File: config.mk
export PLATFORM = sky130hd
export DESIGN_NAME = bk_multiword_add_seq
export DESIGN_NICKNAME = d
export VERILOG_FILES = /design/src/rtl/bk_multiword_add_seq.sv
export SDC_FILE = /design/constraint.sdc
export NUM_CORES = 1
export LEC_CHECK = 0
export CAP_MARGIN = 5
export CORE_ASPECT_RATIO = 1.1
export CORE_MARGIN = 4
export CORE_UTILIZATION = 43
export CTS_CLUSTER_DIAMETER = 50
export DETAILED_ROUTE_END_ITERATION = 10
export PLACE_DENSITY = 0.77
export SKIP_LAST_GASP = 1
export SLEW_MARGIN = 20
export SYNTH_ARGS = -nofsm -noshare
export SYNTH_HDL_FRONTEND = slang
export SYNTH_SLANG_ARGS = --single-unit
File: constraint.sdc
create_clock -name clk -period 2.4 [get_ports clk]
set_input_delay 0.48 -clock clk [delete_from_list [all_inputs] [get_ports clk]]
set_output_delay 0.48 -clock clk [all_outputs]
set_load 0.01 [all_outputs]
File: src/rtl/bk_multiword_add_seq.sv
// -----------------------------------------------------------------------------
// bk_multiword_add_seq
//
// Purpose:
//   Sequences a WORDS*WIDTH-bit addition through one external WIDTH-bit
//   combinational parallel-prefix adder. Each request is processed one chunk
//   per cycle, least-significant chunk first. The adder carry-out of one chunk
//   becomes the carry-in of the next. The block sits between a valid/ready
//   producer (operands) and a valid/ready consumer (result).
//
// Optional feature (compile-time macro BK_SEQ_SUB_EN):
//   When defined, an extra 1-bit input `sub` is latched at accept. With sub=1
//   the block computes A-B as A + ~B + 1, and cin is ignored. In that mode
//   cout=1 means no borrow (A >= B unsigned). When the macro is undefined
//   there is no `sub` port and the result is always A+B+cin.
//
// Ports:
//   clk        in   1            clock, rising edge
//   rst_n      in   1            asynchronous active-low reset
//   in_valid   in   1            operand request valid
//   in_ready   out  1            high in IDLE; request accepted on valid&&ready
//   op_a       in   WORDS*WIDTH  operand A
//   op_b       in   WORDS*WIDTH  operand B
//   cin        in   1            initial carry-in
//   sub        in   1            (BK_SEQ_SUB_EN only) subtract request
//   out_valid  out  1            result valid
//   out_ready  in   1            consumer accepts result on valid&&ready
//   sum        out  WORDS*WIDTH  result (previous value held while invalid)
//   cout       out  1            final carry-out
//   add_a      out  WIDTH        chunk of A to external adder
//   add_b      out  WIDTH        chunk of B (inverted when subtracting)
//   add_cin    out  1            carry to external adder
//   add_s      in   WIDTH        adder sum, same-cycle combinational return
//   add_cout   in   1            adder carry-out
// -----------------------------------------------------------------------------
`timescale 1ns/1ps

module bk_multiword_add_seq #(
    parameter int WIDTH = 16,
    parameter int WORDS = 4
) (
    input  logic                   clk,
    input  logic                   rst_n,
    input  logic                   in_valid,
    output logic                   in_ready,
    input  logic [WORDS*WIDTH-1:0] op_a,
    input  logic [WORDS*WIDTH-1:0] op_b,
    input  logic                   cin,
`ifdef BK_SEQ_SUB_EN
    input  logic                   sub,
`endif
    output logic                   out_valid,
    input  logic                   out_ready,
    output logic [WORDS*WIDTH-1:0] sum,
    output logic                   cout,
    output logic [WIDTH-1:0]       add_a,
    output logic [WIDTH-1:0]       add_b,
    output logic                   add_cin,
    input  logic [WIDTH-1:0]       add_s,
    input  logic                   add_cout
);

    localparam int IDXW  = $clog2(WORDS);
    localparam int TOT_W = WORDS * WIDTH;

    typedef enum logic [1:0] {
        S_IDLE = 2'd0,
        S_RUN  = 2'd1,
        S_DONE = 2'd2
    } state_t;

    state_t            r_state;
    logic [IDXW-1:0]   r_idx;
    logic              r_carry;
    logic              r_sub;
    logic [TOT_W-1:0]  r_op_a;
    logic [TOT_W-1:0]  r_op_b;
    logic [TOT_W-1:0]  r_sum;
    logic              r_cout;
    logic              r_out_valid;

    logic              w_sub_in;
    logic              w_last;
    logic [WIDTH-1:0]  w_chunk_a;
    logic [WIDTH-1:0]  w_chunk_b;

    // Without the subtract feature the mode bit is tied off; the latched copy
    // then stays constant and folds away in synthesis.
`ifdef BK_SEQ_SUB_EN
    assign w_sub_in = sub;
`else
    assign w_sub_in = 1'b0;
`endif

    assign w_last    = (r_idx == IDXW'(WORDS - 1));
    assign w_chunk_a = r_op_a[int'(r_idx) * WIDTH +: WIDTH];
    assign w_chunk_b = r_op_b[int'(r_idx) * WIDTH +: WIDTH];

    assign in_ready  = (r_state == S_IDLE);
    assign out_valid = r_out_valid;
    assign sum       = r_sum;
    assign cout      = r_cout;

    // The adder is only fed while a chunk is being processed; otherwise its
    // inputs are parked at zero so it does not toggle between operations.
    always_comb begin
        add_a   = '0;
        add_b   = '0;
        add_cin = 1'b0;
        if (r_state == S_RUN) begin
            add_a   = w_chunk_a;
            add_b   = r_sub ? ~w_chunk_b : w_chunk_b;
            add_cin = r_carry;
        end
    end

    always_ff @(posedge clk or negedge rst_n) begin
        if (!rst_n) begin
            r_state     <= S_IDLE;
            r_idx       <= '0;
            r_carry     <= 1'b0;
            r_sub       <= 1'b0;
            r_op_a      <= '0;
            r_op_b      <= '0;
            r_sum       <= '0;
            r_cout      <= 1'b0;
            r_out_valid <= 1'b0;
        end else begin
            case (r_state)
                S_IDLE: begin
                    if (in_valid && in_ready) begin
                        r_op_a  <= op_a;
                        r_op_b  <= op_b;
                        r_sub   <= w_sub_in;
                        // Subtraction is A + ~B + 1, so the chain starts with
                        // a forced carry and the caller's cin is ignored.
                        r_carry <= w_sub_in ? 1'b1 : cin;
                        r_idx   <= '0;
                        r_state <= S_RUN;
                    end
                end
                S_RUN: begin
                    r_sum[int'(r_idx) * WIDTH +: WIDTH] <= add_s;
                    r_carry <= add_cout;
                    if (w_last) begin
                        r_cout      <= add_cout;
                        r_out_valid <= 1'b1;
                        r_idx       <= '0;
                        r_state     <= S_DONE;
                    end else begin
                        r_idx <= r_idx + IDXW'(1);
                    end
                end
                S_DONE: begin
                    // Result registers are untouched here, so sum/cout stay
                    // stable for as long as the consumer stalls.
                    if (out_ready) begin
                        r_out_valid <= 1'b0;
                        r_state     <= S_IDLE;
                    end
                end
                default: begin
                    r_state     <= S_IDLE;
                    r_idx       <= '0;
                    r_out_valid <= 1'b0;
                end
            endcase
        end
    end

endmodule

======== After elaboration in Yosys (flattened, before gate mapping) ========
Cells that the tools add are included.
cells by class
  add/subtract/negate cells ............... 2
  equality and inequality tests ........... 6
  shift operators ......................... 4
  multiplexer cells ....................... 16
  bitwise gates (word level) .............. 2
  reductions and logical operators ........ 9
operator list
  cell                                                     count
  indexed part select 64 x 7 -> 16 bit                     2
  bitwise mux 64 bit                                       1
  variable shift 16 x 33 -> 64 bit (first input constant)  1
  indexed part select 16 x 33 -> 64 bit                    1
  negator 6 -> 33 bit                                      1
  two-way mux 16 bit                                       2
  case mux 2 bit (3 select lines)                          2
  two-way mux 2 bit                                        5
  AND reduction 2 bit                                      4
  AND reduction 3 bit                                      2
  equality test 2 bit (second input constant)              2
  two-way mux 1 bit                                        4
  inequality test 2 bit (second input constant)            2
  case mux 1 bit (3 select lines)                          1
  adder 2 x 1 -> 2 bit (second input constant)             1
  equality test 2 x 1 -> 1 bit (second input constant)     1
  logical NOT 2 bit                                        1
  inequality test 2 x 1 -> 1 bit (second input constant)   1
  inverter 1 bit                                           2
  case mux 1 bit (2 select lines)                          1
  nonzero test 2 bit                                       1
  logical AND 1 bit                                        1
word-level totals
  flip-flop bits (word level) ............. 199
  input bits .............................. 150
  output and inout bits ................... 100
  logic and storage cells ................. 47

======== Longest topological paths before layout ========
Gate-level depths: netlist (run 1).
  depth after elaboration ................. 4
  gate-level depth with buffers ........... 10
  depth with buffers taken out ............ 5

======== Worst setup path before layout (run 1) ========
OpenSTA, ideal clock, no wires.
  path type ............................... reg-to-reg
  start point ............................. reg r_idx[1]
  end point ............................... reg r_sum[22], in the netlist sum[22]
  setup time .............................. 0.065 ns
  data arrival time ....................... 2.429 ns
  required time ........................... 2.335 ns
  path slack .............................. -0.094 ns
  cell stages (with the launch flop) ...... 11
  path buffers ............................ 5
  path through ............................ dfrtp_1 -> clkbuf_1 -> buf_2 -> buf_2 -> inv_1 -> ha_1 -> and4bb_2 -> and4_1 -> clkbuf_1 -> buf_2 -> a22o_1
on the way
  cells in the longest elaborated chain, start to end .. 3
  elaborated cells between the ends (all ways) .. 4
  those cells by class .................... add/sub (1); shift (2); mux (1)
RTL lines
  element                                                                                           line  source
  start, declared                                                                                   73    logic [IDXW-1:0] r_idx;
  start signal, assigned                                                                            151   r_idx <= r_idx + IDXW'(1);
  negator 6 -> 33 bit *                                                                             143   r_sum[int'(r_idx) * WIDTH +: WIDTH] <= add_s;
  indexed part select 16 x 33 -> 64 bit / variable shift 16 x 33 -> 64 bit (equally long branches)  143
  bitwise mux 64 bit *                                                                              143
  end signal, assigned by index                                                                     143
  end, declared                                                                                     78    logic [TOT_W-1:0] r_sum;
Mark *: on every way between the ends. The rest lies on a longest branch, timed or not.
A chain may end at the register's enable or synchronous reset.

======== Worst setup path after layout (run 1) ========
  start point ............................. reg r_idx[1]
  end point ............................... out add_b[5]
on the way
  cells in the longest elaborated chain, start to end .. 2
RTL lines
  element                               line  source
  indexed part select 64 x 7 -> 16 bit  97    assign w_chunk_b = r_op_b[int'(r_idx) * WIDTH +: WIDTH];
  two-way mux 16 bit                    110   if (r_state == S_RUN) begin
  end, declared                         57    output logic [WIDTH-1:0] add_b,
No other way between the ends.

==> reports/metrics.cfg, run 1 <==
[outcome]
outcome = finished, final reports clean

[sta]
setup_viol_count_final = 0
worst_slew_margin_rel_pct = 58.3
period_share_pct = 98.2
finalCriticalPeriod_ns = 2.36
finalHoldViolations = 0
worst_clock_skew_ns = 0.00957
fmax_mhz = 424
worstMarginPinSlew_ns = 0.624
unrepaired_setup_endpoints_after_global_routing = yes
report.final.slew_viol_count = 0

[floorplanning]
num_io_pins = 250
die_width_um = 141
rows = 53
die_area_um2 = 21800
initial_utilization_pct = 43.7
core_area_um2 = 19200
die_height_um = 154

[route]
drt_drc_violations_left = 0
via_total_after_detailed_routing = 5961
routed_wire_length_per_instance_um = 20.3
ant_nets = 0
routed_wirelength_um = 22300
drt_pre_antenna_iters = 4
drt_iter0_drc = 216
via_per_inst = 5.43

[worst_setup_path]
startpoint_type = flop
crit_top_cell = sky130_fd_sc_hd__buf_4
path_cells = buf_4 > buf_12 > buf_4 > mux2i_1 > o22ai_1 > clkbuf_2
worst_setup_end_kind = output port
worstPathMaxFanout = 14
cp_data_required_time_ns = 1.92
cp_data_arrival_time_ns = 1.88
criticalPathCategory = flop to output port
worst_stage_delay_on_the_critical_path_ns = 0.51
slowest_cell_on_the_critical_path = sky130_fd_sc_hd__dfrtp_4

[job]
maxCapViolCount = 0

[placed_design]
io_buffer_count = 249
globalplace.congestion = 0.812
detailedPlacementHpwl_um = 16100
placedInstanceArea_um2 = 11200
dp_cells = 1054

[synth]
synth-simple-area-share_pct = 2.06
synth_top_area_cells = sky130_fd_sc_hd__dfrtp_1 59%, sky130_fd_sc_hd__mux2_2 17%, sky130_fd_sc_hd__mux2i_1 7.8%
synth_seq_cells = 199
synth-seq-area-share_pct = 59.4
post_synth_xor_area_fraction_pct = 0
synthMostInstantiatedCell = sky130_fd_sc_hd__dfrtp_1
synth-compound-area-share_pct = 9.72
synth-edff-count = 0
synth_top_family_by_area = multiplexers
netlist_instances = 577
synth_warnings = 0
ys_types = 30
post_synth_most_frequent_cells = 199 x sky130_fd_sc_hd__dfrtp_1, 129 x sky130_fd_sc_hd__mux2_2, 65 x sky130_fd_sc_hd__mux2i_1
synthAdderAreaFrac_pct = 0.896
synth_area_leader_cell = sky130_fd_sc_hd__dfrtp_1
proportion_of_netlist_area_held_by_the_largest_area_contributor_pct = 59.4
synthesis.nets = 733
syn-cell-area_um2 = 8380
yosys_most_used_dff = sky130_fd_sc_hd__dfrtp_1
share_of_synthesized_area_spent_on_multiplexers_pct = 25.1
syn-mean-instance-area_um2 = 14.5
postSynth.asyncResetShare_pct = 100

[clock_tree]
cts-root-buf = sky130_fd_sc_hd__clkbuf_16
hold_buffers = 0
worstSkewPairLatency_ns = 0.43
clkTransAtPathRegs_ns = 0.07
cts_htree_levels = 4
tritoncts_sink_count = 199
cts_made_buffers = 17
cts_tree = yes
clock_tree.buffer_depth = 2

[finish]
instances_no_fill = 1098
drive_above_1_share_pct = 28.2
final_area_um2 = 11900
num-nets-final = 994
num_antenna_cells = 0
syn2layout_area_growth_pct = 42.0

[grt]
grt_max_degree = 83
grt_pass1_vias = 6259
grt_pass1_wl_um = 34200
global_route.overflow_total = 0
antenna_violations_before_repair = 0
track_usage_pct = 20.1

[min_path]
min-delay-path-class = primary input to async pin

[pwr]
leakage_nw = 5.14
peakVddDrop_mv = 0.608
cellPowerDensity_nw_per_um2 = 1320
fin_total_pwr_mw = 15.7

==> metal layers <==
layer  vias to the layer above  routed length (µm)  global-route usage [%]  part of all wire [%]
met1                      3026                8860                    24.9                    40
met2                       235               11100                    33.7                    50
met3                        26                1920                    5.91                   8.6
met5                         -                   0                       0                     0
met4                         0                 333                    6.78                   1.5
li1                       2674                   -                       -                     -
==> power by group <==
group / switching, mW / internal, mW / total (mW)
Clock: 1.31 / 1.42 / 2.73
Sequential: 0.873 / 4.90 / 5.78
Combinational: 3.19 / 3.98 / 7.17
Total: 5.37 / 10.3 / 15.7
==> worst max-delay path, delay by kind of cell (launching register included) <==
family / cells / cell delay, ns
buffers and inverters: 4 / 0.66
AOI/OAI and AO/OA: 1 / 0.17
muxes: 1 / 0.12
DFF: 1 / 0.51
==> worst paths after layout <==
check	endpoint	depth (start not counted)	from	slack (ns)
min in group clk	sum[15]$_DFFE_PN0P_	2	sum[15]$_DFFE_PN0P_	0.48
max in group asynchronous	sum[8]$_DFFE_PN0P_	2	rst_n	1.66
max reg2reg	sum[22]$_DFFE_PN0P_	6	r_idx[1]$_DFFE_PN0P_	0.25
min reg2reg	sum[15]$_DFFE_PN0P_	2	sum[15]$_DFFE_PN0P_	0.48
min	sum[17]$_DFFE_PN0P_	1	rst_n	0.01
max	add_b[5]	6	r_idx[1]$_DFFE_PN0P_	0.04
==> cell families after synthesis <==
| kind of cell | Yosys count |
|---|---|
| multiplexers | 194 |
| adder cells (fa/ha/maj) | 6 |
| flip-flops | 199 |
| AO/OA/AOI/OAI | 104 |
| AND/OR/NAND/NOR | 26 |
| buffers and inverters | 48 |
==> layout by cell type, fill, tap and decap left out, types with 5 or more instances in the layout <==
master,n
sky130_fd_sc_hd__a22o_1,63
sky130_fd_sc_hd__buf_12,9
sky130_fd_sc_hd__buf_4,22
sky130_fd_sc_hd__clkbuf_16,18
sky130_fd_sc_hd__clkbuf_2,22
sky130_fd_sc_hd__clkdlybuf4s15_1,5
sky130_fd_sc_hd__clkdlybuf4s50_1,215
sky130_fd_sc_hd__dfrtp_1,198
sky130_fd_sc_hd__ha_1,6
sky130_fd_sc_hd__inv_1,5
sky130_fd_sc_hd__inv_6,5
sky130_fd_sc_hd__mux2_2,129
sky130_fd_sc_hd__mux2i_1,61
sky130_fd_sc_hd__nand2_1,7
sky130_fd_sc_hd__nor2_1,5
sky130_fd_sc_hd__o22ai_1,30
==> registers in the layout (all words and copies together), names as in the netlist <==
register	cells
out_valid	1
cout	1
r_op_b	64
r_state	2
sum	64
r_carry	1
r_op_a	64
r_idx	2
==> metrics by stage <==
step | util (%) | setup WS [ns] | TNS [ns] | hold slack, ns
final | 62.1 | 0.0428 | 0 | 0.0122
after global routing | 62.1 | -0.0295 | -0.0948 | 0.0379
after CTS | 62.0 | -0.109 | -1.18 | 0.0311
after detailed placement | 58.7 | -0.00903 | -0.0106 | 0.467
after global placement | 58.7 | 0.0448 | 0 | 0.480
after floorplan | - | 0.0441 | 0 | 0.184
==> area by class of cell <==
class	count	area, µm²
Clock buffer	19	453
Clock inverter	13	109
Fill cell	1441	7270
Inverter	5	18.8
Multi-Input combinational cell	330	3220
Sequential cell	199	4980
Tap cell	247	309
Timing Repair Buffer	285	2800
==> repair_timing <==
action                                  in CTS  in global routing
endpoints found under the hold margin        0                  0
cloned                                       1                  1
endpoints found under the setup margin      33                 60
buffers inserted                             6                  4
gates resized for setup                     56                 59
Note: power is estimated with default switching activity, not from simulation.
==> run 2: changes to the inputs <==
Settings changed: CORE_MARGIN 4 to default, RECOVER_POWER from default to 25, SLEW_MARGIN 20 to 10.
==> run 2 against run 1 <==
Effect of this change:
- clock skew rose by 0.0036 ns
- cell count decreased by 0.82%
- maximum frequency decreased by 0.75%
- sequential share of layout area rose by 0.32 points
- worst setup slack got worse by 0.018 ns
- core utilization down 0.26 points
- sequential cell count unchanged
- global-route usage increased by 1.8 points
- worst hold slack improved by 0.049 ns
- count of clock-buffer cells in the layout down 1
- critical path depth is 2 lower
- combinational power down 3.3%
==> reports/metrics.cfg, run 2 (same netlist as run 1, synthesis figures left out) <==
[outcome]
outcome = finished, final reports clean

[pwr]
intPower_mw = 10.3  ; +0.19%
netSwitchingFraction_pct = 34.2  ; -0.050 points
combPwrFrac_pct = 44.2  ; -1.5 points
power_switching_mw = 5.37  ; about the same
reg_power_share_pct = 36.9  ; about the same
clockPowerShare_pct = 18.9  ; +1.5 points
fin_total_pwr_mw = 15.7  ; +0.11%
peakVddDrop_mv = 0.664  ; +9.1%
leakage_nw = 5.08  ; -1.1%
cellPowerDensity_nw_per_um2 = 1330  ; +0.89%

[floorplanning]
die_height_um = 148  ; -3.9%
die_area_um2 = 20000  ; -8.0%
rows = 53  ; unchanged
core_area_um2 = 19100  ; -0.35%
die_width_um = 135  ; -4.3%
num_io_pins = 250  ; unchanged
initial_utilization_pct = 43.9  ; +0.15 points

[sta]
worst_slew_margin_rel_pct = 16.1  ; -42 points
finalCriticalPeriod_ns = 2.38  ; +0.0179 ns
hold_ws_ns = 0.0609  ; +0.0487 ns
worst_clock_skew_ns = 0.0132  ; +0.00359 ns
period_share_pct = 99.0  ; +0.75 points
report.final.slew_viol_count = 0  ; unchanged
worstMarginPinSlew_ns = 1.26  ; +0.634 ns
setup_total_negative_slack_ns = 0  ; unchanged
unrepaired_setup_endpoints_after_global_routing = yes
finalHoldViolations = 0  ; unchanged
fmax_mhz = 421  ; -0.75%
setup_slack_ns = 0.0249  ; -0.0179 ns
setup_viol_count_final = 0  ; unchanged

[worst_setup_path]
cp_data_arrival_time_ns = 1.90  ; +0.02 ns
ff2ff_path_depth = 6  ; unchanged
startpoint_type = flop
cp_data_required_time_ns = 1.92  ; about the same
rr_endpoint = sum[45]$_DFFE_PN0P_
register_to_register_setup_slack_ns = 0.11  ; -0.14 ns
worstPathMaxFanout = 25  ; +11
r2r-start = r_idx[0]$_DFFE_PN0P_
criticalPathCategory = flop to output port
worst_setup_end_kind = output port

[placed_design]
globalplace.congestion = 0.871  ; +7.3%
io_buffer_count = 249  ; unchanged
preCtsSetupSlack_ns = 0.0479  ; +0.0569 ns
dp_cells = 1055  ; +0.095%
detailedPlacementHpwl_um = 15400  ; -4.3%
placedInstanceArea_um2 = 11300  ; +0.29%

[finish]
layout.core_utilization_pct = 61.8  ; -0.26 points
drive_above_1_share_pct = 27.1  ; -1.1 points
final_area_um2 = 11800  ; -0.77%
num_antenna_cells = 0  ; unchanged
fillerInstances = 1421  ; -1.4%
instances_no_fill = 1089  ; -0.82%
layout.cells.most_common = sky130_fd_sc_hd__clkdlybuf4s50_1
syn2layout_area_growth_pct = 40.9
final_cell_mix = 216 x sky130_fd_sc_hd__clkdlybuf4s50_1, 198 x sky130_fd_sc_hd__dfrtp_1, 129 x sky130_fd_sc_hd__mux2_2
num-nets-final = 985  ; -0.91%

[clock_tree]
tritoncts_sink_count = 199  ; unchanged
hold_buffers = 0  ; unchanged
clkTransAtPathRegs_ns = 0.08  ; about the same
cts-root-buf = sky130_fd_sc_hd__clkbuf_16
clock_tree.buffer_depth = 2  ; unchanged
cts_htree_levels = 4  ; unchanged
cts_tree = yes
worstSkewPairLatency_ns = 0.43  ; about the same
cts_made_buffers = 17  ; unchanged

[grt]
track_usage_pct = 21.8  ; +1.8 points
grt_pass1_vias = 6321  ; +0.99%
global_route.overflow_total = 0  ; unchanged
grt_max_degree = 81  ; -2.4%
antenna_violations_before_repair = 0  ; unchanged
grt_pass1_wl_um = 33500  ; -2.0%

[route]
routed_wire_length_per_instance_um = 19.5  ; -3.6%
drt_iter0_drc = 288  ; +33%
routed_wirelength_um = 21300  ; -4.4%
drt_pre_antenna_iters = 4  ; unchanged
via_per_inst = 5.44  ; +0.15%
drt_drc_violations_left = 0  ; unchanged
via_total_after_detailed_routing = 5921  ; -0.67%
ant_nets = 0  ; unchanged

[min_path]
min-delay-path-class = primary input to async pin

[job]
maxCapViolCount = 0  ; unchanged

[run 2: changes by cell type in the layout (fill, tap and decap cells not counted), sizes merged]
| cell | change |
|---|---|
| clkdlybuf4s50 | +1 |
| buf | -14 |
| inv | -2 |
| bufinv | +2 |
| clkinv | +1 |
| clkdlybuf4s15 | -4 |
| clkbuf | +7 |
[run 2: per-layer routing]
metal  part of all wire [%]  routed length, µm  GRT usage (%)
met5                      0                  0              0
met2                     51              10800           37.7
met4                    1.4                306           5.67
met3                    7.7               1630           6.61
met1                     40               8560           26.5
[run 2: worst max-delay path by stage]
| stage | to | cells past startpoint | start | slack (ns) |
|---|---|---|---|---|
| after CTS | add_a[10] | 4 | r_idx[0]$_DFFE_PN0P_ | -0.07 |
| after global routing | add_b[15] | 4 | r_idx[1]$_DFFE_PN0P_ | -0.08 |
| after detailed placement | r_op_b[56]$_DFFE_PN0P_ | 4 | in_valid | 0.05 |
| after floorplan | sum[22]$_DFFE_PN0P_ | 10 | r_idx[1]$_DFFE_PN0P_ | 0.04 |
| after global placement | add_a[15] | 4 | r_idx[0]$_DFFE_PN0P_ | 0.1 |
| final | add_b[15] | 4 | r_idx[1]$_DFFE_PN0P_ | 0.02 |
[run 2: cell type report]
type                    count  area (µm²)  share of cell area, %
clock inverters            14         186                   1.58
well taps                 247         309                   2.62
flip-flops and latches    199        4980                   42.2
clock buffers              18         439                   3.72
inverters                   5        18.8                  0.159
multi-input cells         330        3220                   27.2
repair buffers            276        2650                   22.5
[run 2: timing repair]
item	in CTS	in global routing
setup buffers	1	0
resized for setup	38	63
gates cloned	0	1
pin swaps	0	0
setup endpoints to repair	32	48
[run 2: power groups by stage]
| stage | sequential (mW) | combinational, mW | clock (mW) |
|---|---|---|---|
| after floorplan | 5.75 | 3.92 | 0 |
| after global placement | 5.72 | 7.05 | 0 |
| after detailed placement | 5.84 | 7.24 | 0 |
| after CTS | 5.78 | 6.96 | 3.04 |
| after global routing | 5.98 | 7.46 | 3.19 |
| final | 5.79 | 6.93 | 2.97 |
[run 2: worst max-delay path: stages, from the launching register on]
cell and delay (ns):
sky130_fd_sc_hd__dfrtp_4 0.49, sky130_fd_sc_hd__buf_12 0.23, sky130_fd_sc_hd__mux2i_2 0.30, sky130_fd_sc_hd__o22ai_1 0.13, sky130_fd_sc_hd__dlygate4sd2_1 0.30
==> run 3: changes to the inputs <==
Settings changed: TNS_END_PERCENT from default to 100.
==> results of run 3 <==
Final layout, timing and power as in run 2 (identical DEF).
==> patch 1: new RTL, config.mk and constraints of run 2 <==
Make the reset (`rst_n`) synchronous in one clocked block. Comments in the files are not updated.
--- a/src/rtl/bk_multiword_add_seq.sv
+++ b/src/rtl/bk_multiword_add_seq.sv
@@ -115,5 +115,5 @@
     end
 
-    always_ff @(posedge clk or negedge rst_n) begin
+    always_ff @(posedge clk) begin
         if (!rst_n) begin
             r_state     <= S_IDLE;
Function: differs if rst_n is asserted again (counterexample within 4 cycles, from zero or initial values and one cycle with rst_n low); with rst_n held inactive, the same outputs for 4 cycles.
==> patch 1 against run 2 <==
The flow now finishes with violations (setup timing). Worst setup slack got worse by 0.027 ns. Core utilization shrank 0.51 points. First-iteration DRC count rose by 39%. Sequential cell count unchanged. Clock skew decreased by 0.0021 ns. Via count up 19%. Routed wire length grew 8.3%. Sequential share of layout area shrank 8.2 points. Synthesized area grew 0.79%. Final area fell by 0.48%. Highest routed layer unchanged.
Power is not compared: it rests on default switching activity, and its combinational part moved more than twofold at a synthesized area within 25%.
==> patch 1: results (changes against run 2) <==
Route
  – Pre-antenna DRT Iters: 4 (unchanged)
  – Routed wire length: 23040 um (+8.3%)
  – Starting DRC count in detailed routing: 399 (+39%)
  – Routed vias/inst: 5.102 (-6.2%)

Worst setup path
  – Slowest stage cell, crit path: mux4_2
  – Reg2reg end: sum[40]
  – Register-to-Register Setup Slack: 0.23 ns (+0.12 ns)
  – Arrival @ worst endpoint: 1.92 ns (+0.02 ns)
  – Slowest stage delay, CP: 0.47 ns (-0.02 ns)
  – Worst Path Max Fanout: 5 (-80%)
  – Reg2reg path depth: 8 (+2)
  – RR Startpoint: r_idx[0]

GRT
  – Initial antenna violation count: 1 (+1)
  – GR Util All Layers: 23.39% (+1.5 points)
  – First-pass GRT wire length: 36270 um (+8.1%)
  – Largest net degree at the start of global routing: 54 (-33%)
  – Vias in the first global route: 6951 (+10%)

Cells and area
  – Layout cells sized above 1: 14.44% (-13 points)
  – Fin nets: 1272 (+29%)

Floorplanning
  – Initial Utilization: 44.06% (+0.19 points)

Clock network
  – Clock Root Buffer: clkbuf_16
  – # H-tree levels: 4 (unchanged)
  – Clk buf depth: 2 (unchanged)
  – Worst-Skew Late Latency: 0.43 ns (about the same)

STA
  – Final worst setup slack: -0.001919 ns (-0.02680 ns)
  – Worst relative slew slack: 57.25% (+41 points)
  – Worst Skew: 0.01103 ns (-0.002126 ns)
  – Setup tns final: -0.001919 ns (-0.001919 ns)
  – Hold Slack: 0.4306 ns (+0.3697 ns)
  – Setup violators final: 1 (+1)

Synthesis
  – Largest cells by area after synthesis: dfxtp_1 (47%), nand2_1 (14%), a21boi_1 (11%), mux4_2 (8.5%), a22o_1 (3.3%)
  – Register area share after synthesis: 47.18% (-12 points)
  – YS warnings: 0 (unchanged)
  – Syn nets: 1037 (+41%)
  – Post-synth cell types: 38 (+27%)
  – Most instantiated cells after synthesis: nand2_1 (307), dfxtp_1 (199), a21boi_1 (120)
  – Synth Flop Type: dfxtp_1
  – Async SR Flop Fraction: 0% (-100 points)

Min path
  – Hold path depth: 3
  – Hold WC Path Type: input port to register
  – Hold_sp: rst_n

Place
  – Pre-CTS WS: 0.1501 ns (+0.1022 ns)
  – HPWL after DPL: 15510 um (+0.53%)
  – GPL Wtd Cong: 0.8202 (-5.8%)

Outcome
  – Failing checks: setup timing
  – Status: complete, but fails checks

Power and ir drop
  – LEAKAGE: 4.497 nW
  – Maximum VDD drop: 0.0004929 V
==> patch 1: critical path, delay by kind of cell, from the launching register on <==
kind / cells / cell delay [ns]
buf+inv: 4 / 0.47
mux: 1 / 0.47
flops: 1 / 0.38
simple gates: 1 / 0.16
==> patch 1: final cells by class <==
| type | instances | area (um2) |
|---|---|---|
| Fill cell | 1646 | 7416 |
| Sequential cell | 199 | 3991 |
| Multi-Input combinational cell | 603 | 3971 |
| Timing Repair Buffer | 290 | 2878 |
| Clock buffer | 20 | 466.7 |
| Tap cell | 247 | 309.0 |
| Clock inverter | 12 | 113.9 |
| Inverter | 5 | 18.77 |
==> patch 1: per-layer routing <==
layer,GRT usage [%],part of all wire [%],vias up
met5,0,0,-
li1,-,-,3473
met1,29.23,43,3305
met3,6.966,6.8,26
met2,38.83,49,216
met4,6.629,1.6,0
==> patch 1: where the power goes <==
part           internal [W]  total, W  switching (W)  leakage (nW)
clock network       0.00145   0.00279        0.00134         0.276
logic              0.000566   0.00100       0.000434          2.60
registers           0.00344   0.00352      0.0000768          1.63
==> patch 1: kinds of logic (layout without fill, tap and decap cells) <==
family	after synthesis	in the layout	share of synthesized area, %
multiplexers	33	33	8.654
AND/OR/NAND/NOR	361	361	18.32
AO/OA/AOI/OAI	203	203	18.85
flip-flops	199	199	47.18
buffers and inverters	79	327	6.106
adder cells (fa/ha/maj)	6	6	0.8891
==> patch 1: worst max-delay path by stage <==
stage                 to      from  slack, ns
2_1_floorplan    sum[10]  r_idx[0]       0.23
3_3_place_gp   add_b[15]  r_idx[0]       0.17
3_5_place_dp   add_a[15]  r_idx[1]       0.15
4_1_cts        add_b[14]  r_idx[0]      -0.13
5_1_grt        add_b[12]  r_idx[0]      -0.07
6_report       add_b[12]  r_idx[0]     -0.002
==> patch 1: repair_timing <==
| action | CTS | global route |
|---|---|---|
| setup endpoints to repair | 32 | 58 |
| hold endpoints to repair | 0 | 0 |
| gates cloned | 5 | 0 |
| gates resized for setup | 92 | 35 |
| setup buffers | 14 | 1 |
| hold buffers | 0 | 0 |
==> patch 1: through the flow <==
step | instance area, um2 | instances | util, %
floorplan | 8443 | 881 | -
global placement | 11060 | 1327 | 57.73
detailed placement | 11060 | 1327 | 57.73
CTS | 11860 | 1378 | 61.89
global route | 11750 | 1376 | 61.30
finish | 11750 | 1376 | 61.30
==> patch 2: new RTL, flow settings as in run 2 <==
Without the edit above. Build with the macro `BK_SEQ_SUB_EN` defined.
--- a/src/rtl/bk_multiword_add_seq.sv
+++ b/src/rtl/bk_multiword_add_seq.sv
@@ -35,4 +35,6 @@
 // -----------------------------------------------------------------------------
 `timescale 1ns/1ps
+
+`define BK_SEQ_SUB_EN
 
 module bk_multiword_add_seq #(
Ports: changed (added sub); port bits go from 250 to 251. No check against the original RTL was run, so the function may have changed too.
==> patch 2 against run 2 <==
The run now ends with setup timing left. Hold slack gained 0.26 ns. Power grew 6.9%. Final area is 4.2% higher. Routed wire length increased by 2.5%. Cell count fell by 0.46%. Count of clock-buffer cells in the layout fell by 1. Global-route usage grew 0.71 points. Clock skew decreased by 0.0019 ns. Synthesized area up 2.8%. Sequential cell count grew 1. Combinational power up 16%. Worst setup slack worse by 0.11 ns.
==> patch 2: results (changes against run 2) <==
GRT
  – Initial antenna violation count: 1 (+1)
  – GR Util All Layers: 22.56% (+0.71 points)
  – First-pass GRT wire length: 35090 um (+4.6%)
  – Largest net degree at the start of global routing: 65 (-20%)
  – Grt total ovfl: 0 (unchanged)
  – Vias in the first global route: 6385 (+1.0%)

Place
  – HPWL after DPL: 15670 um (+1.6%)
  – GPL Wtd Cong: 0.8493 (-2.5%)
  – Pre-CTS WS: -0.04749 ns (-0.09540 ns)
  – Port buffer count: 250 (+0.40%)

Route
  – DR WL/cell: 20.12 um (+3.0%)
  – Starting DRC count in detailed routing: 204 (-29%)
  – DR vias: 5836 (-1.4%)

Power and ir drop
  – LEAKAGE: 5.217 nW (+2.7%)
  – Maximum VDD drop: 0.0007921 V (+19%)

Clock network
  – Clk buf depth: 2 (unchanged)
  – Worst-Skew Late Latency: 0.43 ns (about the same)
  – TritonCTS Buffers: 17 (unchanged)

STA
  – Worst relative slew slack: 14.57% (-1.5 points)
  – Final hold vios: 0 (unchanged)
  – Final worst setup slack: -0.08739 ns (-0.1123 ns)
  – Setup violators final: 19 (+19)
  – Worst Skew: 0.01122 ns (-0.001933 ns)

Worst setup path
  – Slowest stage delay, CP: 0.52 ns (+0.03 ns)
  – Slowest stage cell, crit path: mux4_2
  – Worst Path Max Fanout: 6 (-76%)
  – Arrival @ worst endpoint: 2.01 ns (+0.11 ns)

Synthesis
  – Register area share after synthesis: 58.11% (-1.3 points)
  – Post-synth cell types: 31 (+3.3%)
  – Compound-Gate Fraction of Synth Area: 7.496% (-2.2 points)
  – Largest cells by area after synthesis: dfrtp_1 (58%), mux2_2 (17%), mux4_2 (8.4%), a22o_1 (5.0%), a22o_2 (1.9%)
  – Syn nets: 710 (-3.1%)
  – Adder-Cell Fraction of Synth Area: 0.8716% (-0.025 points)
  – Mux contribution to synthesized area: 25.36% (+0.25 points)
  – XOR/XNOR Fraction of Synth Area: 1.627% (+1.6 points)
  – Most instantiated cells after synthesis: dfrtp_1 (200), mux2_2 (130), a22o_1 (49)

Cells and area
  – Fin nets: 980 (-0.51%)
  – Layout cells sized above 1: 36.72% (+9.6 points)
  – Fillers: 1453 (+2.3%)

Outcome
  – Failing checks: setup timing
  – Status: complete, but fails checks
patch 2: cell count changes in the layout (fill, tap and decap cells not counted), moves of 10 or more:
cell	change
mux2i_1	-63
mux4_2	+32
clkbuf_2	-27
o22ai_1	-26
buf_2	+23
a22o_2	+16
a22o_1	-14
nor2_1	+14
xnor2_1	+13
buf_6	+12
and2_4	+10
patch 2: through the flow:
step | TNS [ns] | hold slack [ns] | instances | instance area [um2] | utilization (%)
after floorplan | 0 | 0.1844 | 553 | 8613 | -
after global placement | 0 | 0.4602 | 1043 | 11640 | 60.14
after detailed placement | -0.4764 | 0.4703 | 1043 | 11640 | 60.14
after CTS | -1.577 | 0.003769 | 1082 | 12250 | 63.27
after global routing | -2.960 | 0.4354 | 1083 | 12300 | 63.52
final | -0.9266 | 0.3245 | 1084 | 12300 | 63.54
patch 2: final timing paths:
check	end	from	cells after the start	slack (ns)
setup / recovery	add_b[0]	r_idx[0]	6	-0.09
hold / removal	r_op_a[57]	rst_n	1	0.32
setup reg to reg	sum[38]	r_idx[0]	9	0.12
hold reg to reg	r_op_a[45]	r_op_a[45]	1	0.50
max in group asynchronous	r_op_a[50]	rst_n	2	0.46
min in group clk	r_op_a[45]	r_op_a[45]	1	0.50
patch 2: where the power goes:
| group | leakage [nW] | total [W] | switching (W) | internal [W] |
|---|---|---|---|---|
| logic | 2.44 | 0.00805 | 0.00321 | 0.00484 |
| clock network | 0.297 | 0.00291 | 0.00141 | 0.00150 |
| registers | 2.48 | 0.00582 | 0.000906 | 0.00491 |
| total | 5.22 | 0.0168 | 0.00553 | 0.0112 |
patch 2: repair_timing:
action                     CTS  global route
buffers inserted             5             1
cloned                       2             0
pin swaps                    3            12
setup endpoints to repair   49            57
gates resized for setup    147            20
patch 2: critical path: cells and delay by family (launching register included):
| family | cells | cell delay, ns |
|---|---|---|
| xor gates and xnor gates | 1 | 0.14 |
| buffers and inverters | 3 | 0.43 |
| muxes | 1 | 0.52 |
| DFF | 1 | 0.38 |
| and+or+nand+nor | 1 | 0.11 |
patch 2: per-layer routing:
| layer | track usage, % | wire length [um] |
|---|---|---|
| met1 | 27.33 | 8670 |
| met2 | 37.98 | 11000 |
| met3 | 7.710 | 1871 |
| met4 | 6.429 | 271 |
| met5 | 0 | 0 |
patch 2: cell type report:
type	instances	share of cell area, %
Antenna cell	1	0.02034
Clock buffer	17	3.458
Clock inverter	15	1.454
Inverter	4	0.1220
Multi-Input combinational cell	312	28.12
Sequential cell	200	40.71
Tap cell	247	2.512
Timing Repair Buffer	288	23.60
